--- config.mk ---
export PLATFORM = sky130hd
export DESIGN_NAME = regfile_sb
export DESIGN_NICKNAME = d
export VERILOG_FILES = /design/src/rtl/regfile_sb.sv
export SDC_FILE = /design/constraint.sdc
export NUM_CORES = 1
export LEC_CHECK = 0
export CAP_MARGIN = 20
export CORE_MARGIN = 2
export CORE_UTILIZATION = 35
export DETAILED_ROUTE_END_ITERATION = 12
export SYNTH_ARGS = -nofsm -noshare
export SYNTH_HDL_FRONTEND = slang
export SYNTH_SLANG_ARGS = --single-unit
export TNS_END_PERCENT = 5
--- constraint.sdc ---
create_clock -name clk -period 3.5 [get_ports clk]
set_input_delay 0.35 -clock clk [delete_from_list [all_inputs] [get_ports clk]]
set_output_delay 0.35 -clock clk [all_outputs]
set_load 0.02 [all_outputs]
--- src/rtl/regfile_sb.sv ---
// Multi-read-port integer register file with post-reset zeroing sweep and RAW busy scoreboard.
// Optional macro REGFILE_BYPASS_EN enables same-cycle write-through to the read ports.
module regfile_sb #(
  parameter int XLEN  = 32,
  parameter int NREGS = 32,
  parameter int NREAD = 2,
  localparam int AW   = $clog2(NREGS)
) (
  input  logic                  clk,
  input  logic                  rst_n,
  input  logic [NREAD*AW-1:0]   raddr,
  output logic [NREAD*XLEN-1:0] rdata,
  output logic [NREAD-1:0]      rbusy,
  input  logic                  we,
  input  logic [AW-1:0]         waddr,
  input  logic [XLEN-1:0]       wdata,
  input  logic                  set_busy,
  input  logic [AW-1:0]         set_addr,
  output logic                  ready
);

  typedef enum logic {INIT, RUN} state_t;

  state_t            state, state_next;
  logic [AW-1:0]     idx, idx_next;
  logic [NREGS-1:0]  busy, busy_next;
  logic [XLEN-1:0]   rf [NREGS];
  logic              wr_en;

  assign wr_en = (state == RUN) && we && (waddr != '0);
  assign ready = (state == RUN);

  always_ff @(posedge clk or negedge rst_n) begin
    if (!rst_n) begin
      state <= INIT;
      idx   <= AW'(1);
      busy  <= '0;
    end else begin
      state <= state_next;
      idx   <= idx_next;
      busy  <= busy_next;
    end
  end

  // Set is applied after clear so a newly issued producer wins over a retiring one.
  always_comb begin
    state_next = state;
    idx_next   = idx;
    busy_next  = busy;
    if (state == INIT) begin
      idx_next  = idx + AW'(1);
      busy_next = '0;
      if (idx == AW'(NREGS - 1)) state_next = RUN;
    end else begin
      if (wr_en) busy_next[waddr] = 1'b0;
      if (set_busy && (set_addr != '0)) busy_next[set_addr] = 1'b1;
    end
    busy_next[0] = 1'b0;
  end

  // Storage has no reset; the INIT sweep is what clears it.
  always_ff @(posedge clk) begin
    if (state == INIT) rf[idx] <= '0;
    else if (wr_en)    rf[waddr] <= wdata;
  end

  for (genvar k = 0; k < NREAD; k++) begin : g_rd
    logic [AW-1:0]   a;
    logic [XLEN-1:0] rd;
    logic            rb;

    assign a = raddr[k*AW +: AW];

    always_comb begin
      rd = '0;
      rb = 1'b0;
      if ((state == RUN) && (a != '0)) begin
        rd = rf[a];
        rb = busy[a];
`ifdef REGFILE_BYPASS_EN
        if (wr_en && (waddr == a)) begin
          rd = wdata;
          rb = set_busy && (set_addr == waddr);
        end
`endif
      end
    end

    assign rdata[k*XLEN +: XLEN] = rd;
    assign rbusy[k]              = rb;
  end

endmodule

Word-level counts from Yosys, hierarchy flattened:

Memory sizes are Yosys's and may differ from the RTL's.
Cells that the tools add are included.
Widths: inputs -> output; s select.

* equality and inequality tests: 1
* reductions and logical operators: 12
* add/subtract/negate cells: 1
* multiplexer cells: 25
* order comparisons: 6
* bitwise operators: 3

Operator list (count)
* $mux 32: 7
* $and 32x32->32: 1
* $not 32->32: 1
* $or 32x32->32: 1
* $reduce_or 32->1: 1
* $lt 5x6->1 const B: 4
* $reduce_bool 5->1: 4
* $mux 1: 13
* $bmux 1 s5: 2
* $demux 1 s5: 2
* $ge 5x1->1 const B: 2
* $logic_and 1x1->1: 7
* $add 5x1->5 const B: 1
* $eq 5x5->1 const B: 1
* $mux 5: 1

* output and inout bits: 67
* memories kept: 1
* register bits after elaboration: 37
* input bits: 56
* RAM bits: 1024

Memory list
* rf: depth 32, bits a word 32, rd ports 2, clocked after Yosys merged registers in 0, write ports 1, line 27 `logic [XLEN-1:0] rf [NREGS];`

Logic depth before layout (Yosys ltp):

* word-level depth: 11
* gate-level depth with buffers: 9
* depth with buffers taken out: 4

Worst setup path before layout:

OpenSTA, ideal clock, no wires.

* path kind: flip-flop to flip-flop
* from: register state, in the netlist ready
* to: memory rf[5][0], enable pin
* period minus slack after synthesis: 4016 ps
* setup slack: -516 ps
* stages on the path, launching flop included: 6
* data arrival time: 3555 ps
* data required time: 3039 ps
* path through: dfrtp_1 > buf_2 > and2_1 > clkbuf_1 > a22oi_1 > nor3_1

* longest elaborated chain between the ends: 7
* elaborated cells on any way between the ends: 9
* classes of those cells: mux (6); reduce/logical (3)

RTL lines
* start, declared: line 24 `state_t state, state_next;`
* start signal, assigned: line 39 `state <= state_next;`
* $logic_and 1x1->1 (2 in series): line 30 `assign wr_en = (state == RUN) && we && (waddr != '0);`
* $mux 1: line 64 `else if (wr_en) rf[waddr] <= wdata;`
* $mux 1: line 63 `if (state == INIT) rf[idx] <= '0;`
* $mux 1 (not written as such): line 64
* $reduce_or 32->1 (no source line)
* $mux 5 (no source line) or $mux 1 (tied branches)
* end, declared: line 27

Parallel ways exist; a longest one is shown, timed or not.

Worst setup path in the final report:

* from: register state, in the netlist ready
* to: output rdata[40]

* longest elaborated chain between the ends: 2

RTL lines
* $logic_and 1x1->1: line 77 `if ((state == RUN) && (a != '0)) begin`
* $mux 32: line 77
* end, declared: line 12 `output logic [NREAD*XLEN-1:0] rdata,`

No other way between the ends.

==> impl_results.md <==
- Sequential share of the synthesized area: a little over three fifths
- Maxcap violations: 0
- Syn_nets: 2,546
- FILL cells: around 12k
- CP required: around 3200 ps
- Post-Syn Instances: between 2k and 2.5k
- Worst setup SP type: flip-flop
- Most frequent cells in the layout: edfxtp_1 (1,024), mux4_2 (526), mux2i_1 (202), buf_4 (151), clkbuf_16 (105)
- Ys flop type: edfxtp_1
- Post-Route WL: between 150,000 and 200,000 um
- Largest net degree at the start of global routing: 57
- Critical path class: flip-flop to output port
- CTS tree: done
- Diodes inserted: 0
- Share of cells above drive strength 1: between 30% and 40%
- Setup TNS Final: 0 ps
- Clock insertion delay at the later pin of the skew report: 710 ps
- TritonCTS Buffers: roughly 100
- Die X: ~380 um
- CP Capture Point: rdata[40]
- Setup bufs post-CTS: 0
- Post-route clock period utilization: between 90 and 100%
- Worst slew pin tran: approximately 1100 ps
- I/O pin total: 123
- Synthesis-to-layout area growth: 16.58%
- Launching point of the worst reg2reg path: ready
- Via/cell ratio: approximately 6.1
- H-tree depth: 3
- CTS Root Cell: clkbuf_16
- Final core occ: between 40% and 50%
- Run status: finished clean
- Residual DRC: 0
- Commonest non-fill, non-tap cell in the layout: edfxtp_1
- Nets@finish: around 2.8k
- GRT Total Usage: between 20% and 30%
- Pre-Repair DR Iteration Count: 5
- FF+latch count, synth: 1,061
- Number of global-route vias before repair: a little under 30k
- DIE AREA: between 0.1 and 0.15 mm^2
- Slew Viols, Final: 0
- Synthesized area: roughly 0.05 mm^2
- Die Span Y: between 300 and 400 um
- Min Tclk post-route: about 3500 ps
- Reg clk slew, reported paths: about 60 ps
- Max frequency: ~290 MHz
- GRT overflow: 0
- Via count: ~29k
- Clk buf depth: 3
- Pleak: just over 20 nW
- Initial Util: a little over a third
- Final Hold Fails: 0
- FF-to-FF setup slack: 830 ps
- Dpl ws: approximately 250 ps
- R2R cell count: 6
- CTS hold repair buffers: 0
- CP Capture Type: output port
- Arr. time, crit path: between 3000 and 4000 ps
- Hold WS: 91.79 ps
- Worst-path maximum fanout: 33
- Starting DRC count in detailed routing: just over 3k
- Sink Count: 1,061
- Setup Skew: between 20 and 30 ps
- Crit path from: ready
- Power per standard cell area: ~470 mW/mm^2
- Overall power: 27.71 mW
- Post-DP HPWL: 91,060 um
- Multi-input logic area: roughly 0.018 mm^2
- Final worst slack: between 30 and 40 ps
- FF+latch area: between 0.03 and 0.04 mm^2
- Std-Cell Rows: roughly 140
- Syn Area/Cell: between 20 and 25 um^2
- First-pass GRT wire length: between 200,000 and 250,000 um
- RSZ-0062 raised after global routing: false
- Post-synth EDFFs: about 1.0k
- IO buf count: between 100 and 150
- Min-delay worst type: input pin to async pin
- Core Box Area: 0.1419 mm^2
- Relative slew slack: approximately 30%
- Yosys cell types: between 50 and 60
- Asr flop ratio synth: between 3 and 4%
- Placer Congestion: 0.8259
- DRT antenna net count: 0
- Wire per inst: 32.29 um
- Final setup violation count: 0
- VDD IR-drop max: 0.0003794 V
- Synthesis Warnings: 0
- Initial antenna violation count: 6
- RR Endpoint: rf[13][7]
-- cell type report --
cell class | instances | area share (%)
sequential | 1061 | 54.21
multi-input combinational | 1218 | 29.99
tap | 1890 | 4.047
inverter | 3 | 0.01927
timing repair buffer | 318 | 6.049
clock buffer | 122 | 4.606
clock inverter | 61 | 1.077
-- cell usage after synthesis, drive strengths merged (3+ instances only) --
| cell type | instances | area [um^2] |
|---|---|---|
| a21boi | 31 | 232.7 |
| a21oi | 7 | 35.03 |
| a221o | 32 | 320.3 |
| a22oi | 37 | 277.8 |
| a31oi | 36 | 225.2 |
| and2 | 34 | 212.7 |
| and3 | 6 | 37.54 |
| and3b | 5 | 43.79 |
| buf | 125 | 889.6 |
| clkbuf | 81 | 307.8 |
| dfrtp | 36 | 900.9 |
| edfxtp | 1024 | 30750 |
| inv | 3 | 11.26 |
| mux2 | 35 | 394.1 |
| mux2i | 202 | 2022 |
| mux4 | 526 | 11850 |
| nand2 | 71 | 266.5 |
| nand2b | 3 | 18.77 |
| nand3 | 11 | 55.05 |
| nand3b | 5 | 37.54 |
| nand4 | 3 | 18.77 |
| nor2 | 25 | 93.84 |
| nor2b | 8 | 50.05 |
| nor3 | 15 | 75.07 |
| nor3b | 5 | 37.54 |
| o21ai | 34 | 173.9 |
| o221ai | 33 | 289.0 |
| o22a | 33 | 289.0 |
| xnor2 | 3 | 26.28 |
-- how the worst min path moves through the flow --
| stage | to | slack (ps) | cells past startpoint |
|---|---|---|---|
| after floorplan | busy[10] | 50 | 0 |
| after CTS | busy[13] | 70 | 2 |
| after global routing | busy[15] | 130 | 2 |
| after global placement | idx[0] | 490 | 1 |
| after detailed placement | idx[0] | 510 | 1 |
| final | busy[13] | 90 | 2 |
-- stage by stage --
stage	instance area, um^2	cells
floorplan	50120	2488
CTS	58400	4672
finish	58430	4673
global placement	55080	4489
detailed placement	55080	4489
global route	58430	4673
-- sequential cells by signal, indices dropped and copies added (netlist names) --
register  count
busy         31
idx           5
ready         1
rf         1024
-- critical path: stages (launching register included) --
cell,delay [ps]
dfrtp_1,410
or4b_2,650
buf_12,220
o22a_1,280
o221ai_1,80
clkdlybuf4s50_1,720
-- report_power, final --
group          total (mW)  internal (mW)  leakage (nW)  switching [mW]
logic                2.56           1.09          7.39            1.47
clock network        11.1           6.34          1.60            4.75
registers            14.0           14.0          11.1          0.0418
total                27.7           21.4          20.1            6.27
-- cell families (layout without fill, tap and decap cells) --
group	after synthesis	in the layout	synth area share, %
adder cells (fa/ha/maj)	2	2	0.04992
AO/OA/AOI/OAI	251	251	3.810
multiplexers	763	763	28.46
XOR/XNOR	3	3	0.05243
AND/OR/NAND/NOR	199	199	2.020
buffers and inverters	209	504	2.412
flip-flops	1061	1061	63.20
-- repair_timing --
item                                    CTS  global route
gates resized for setup                   1             0
endpoints found under the setup margin    1             0
hold endpoints to repair                  0             0
-- routing by layer --
layer	GRT usage, %	up-vias	share of wire, %
met1	26.24	15470	39
met4	8.246	6	3.9
met3	3.443	315	7.7
met5	0	-	0.023
li1	-	11270	-
met2	34.52	1471	50
No activity file was read; power rests on OpenSTA's default activity.
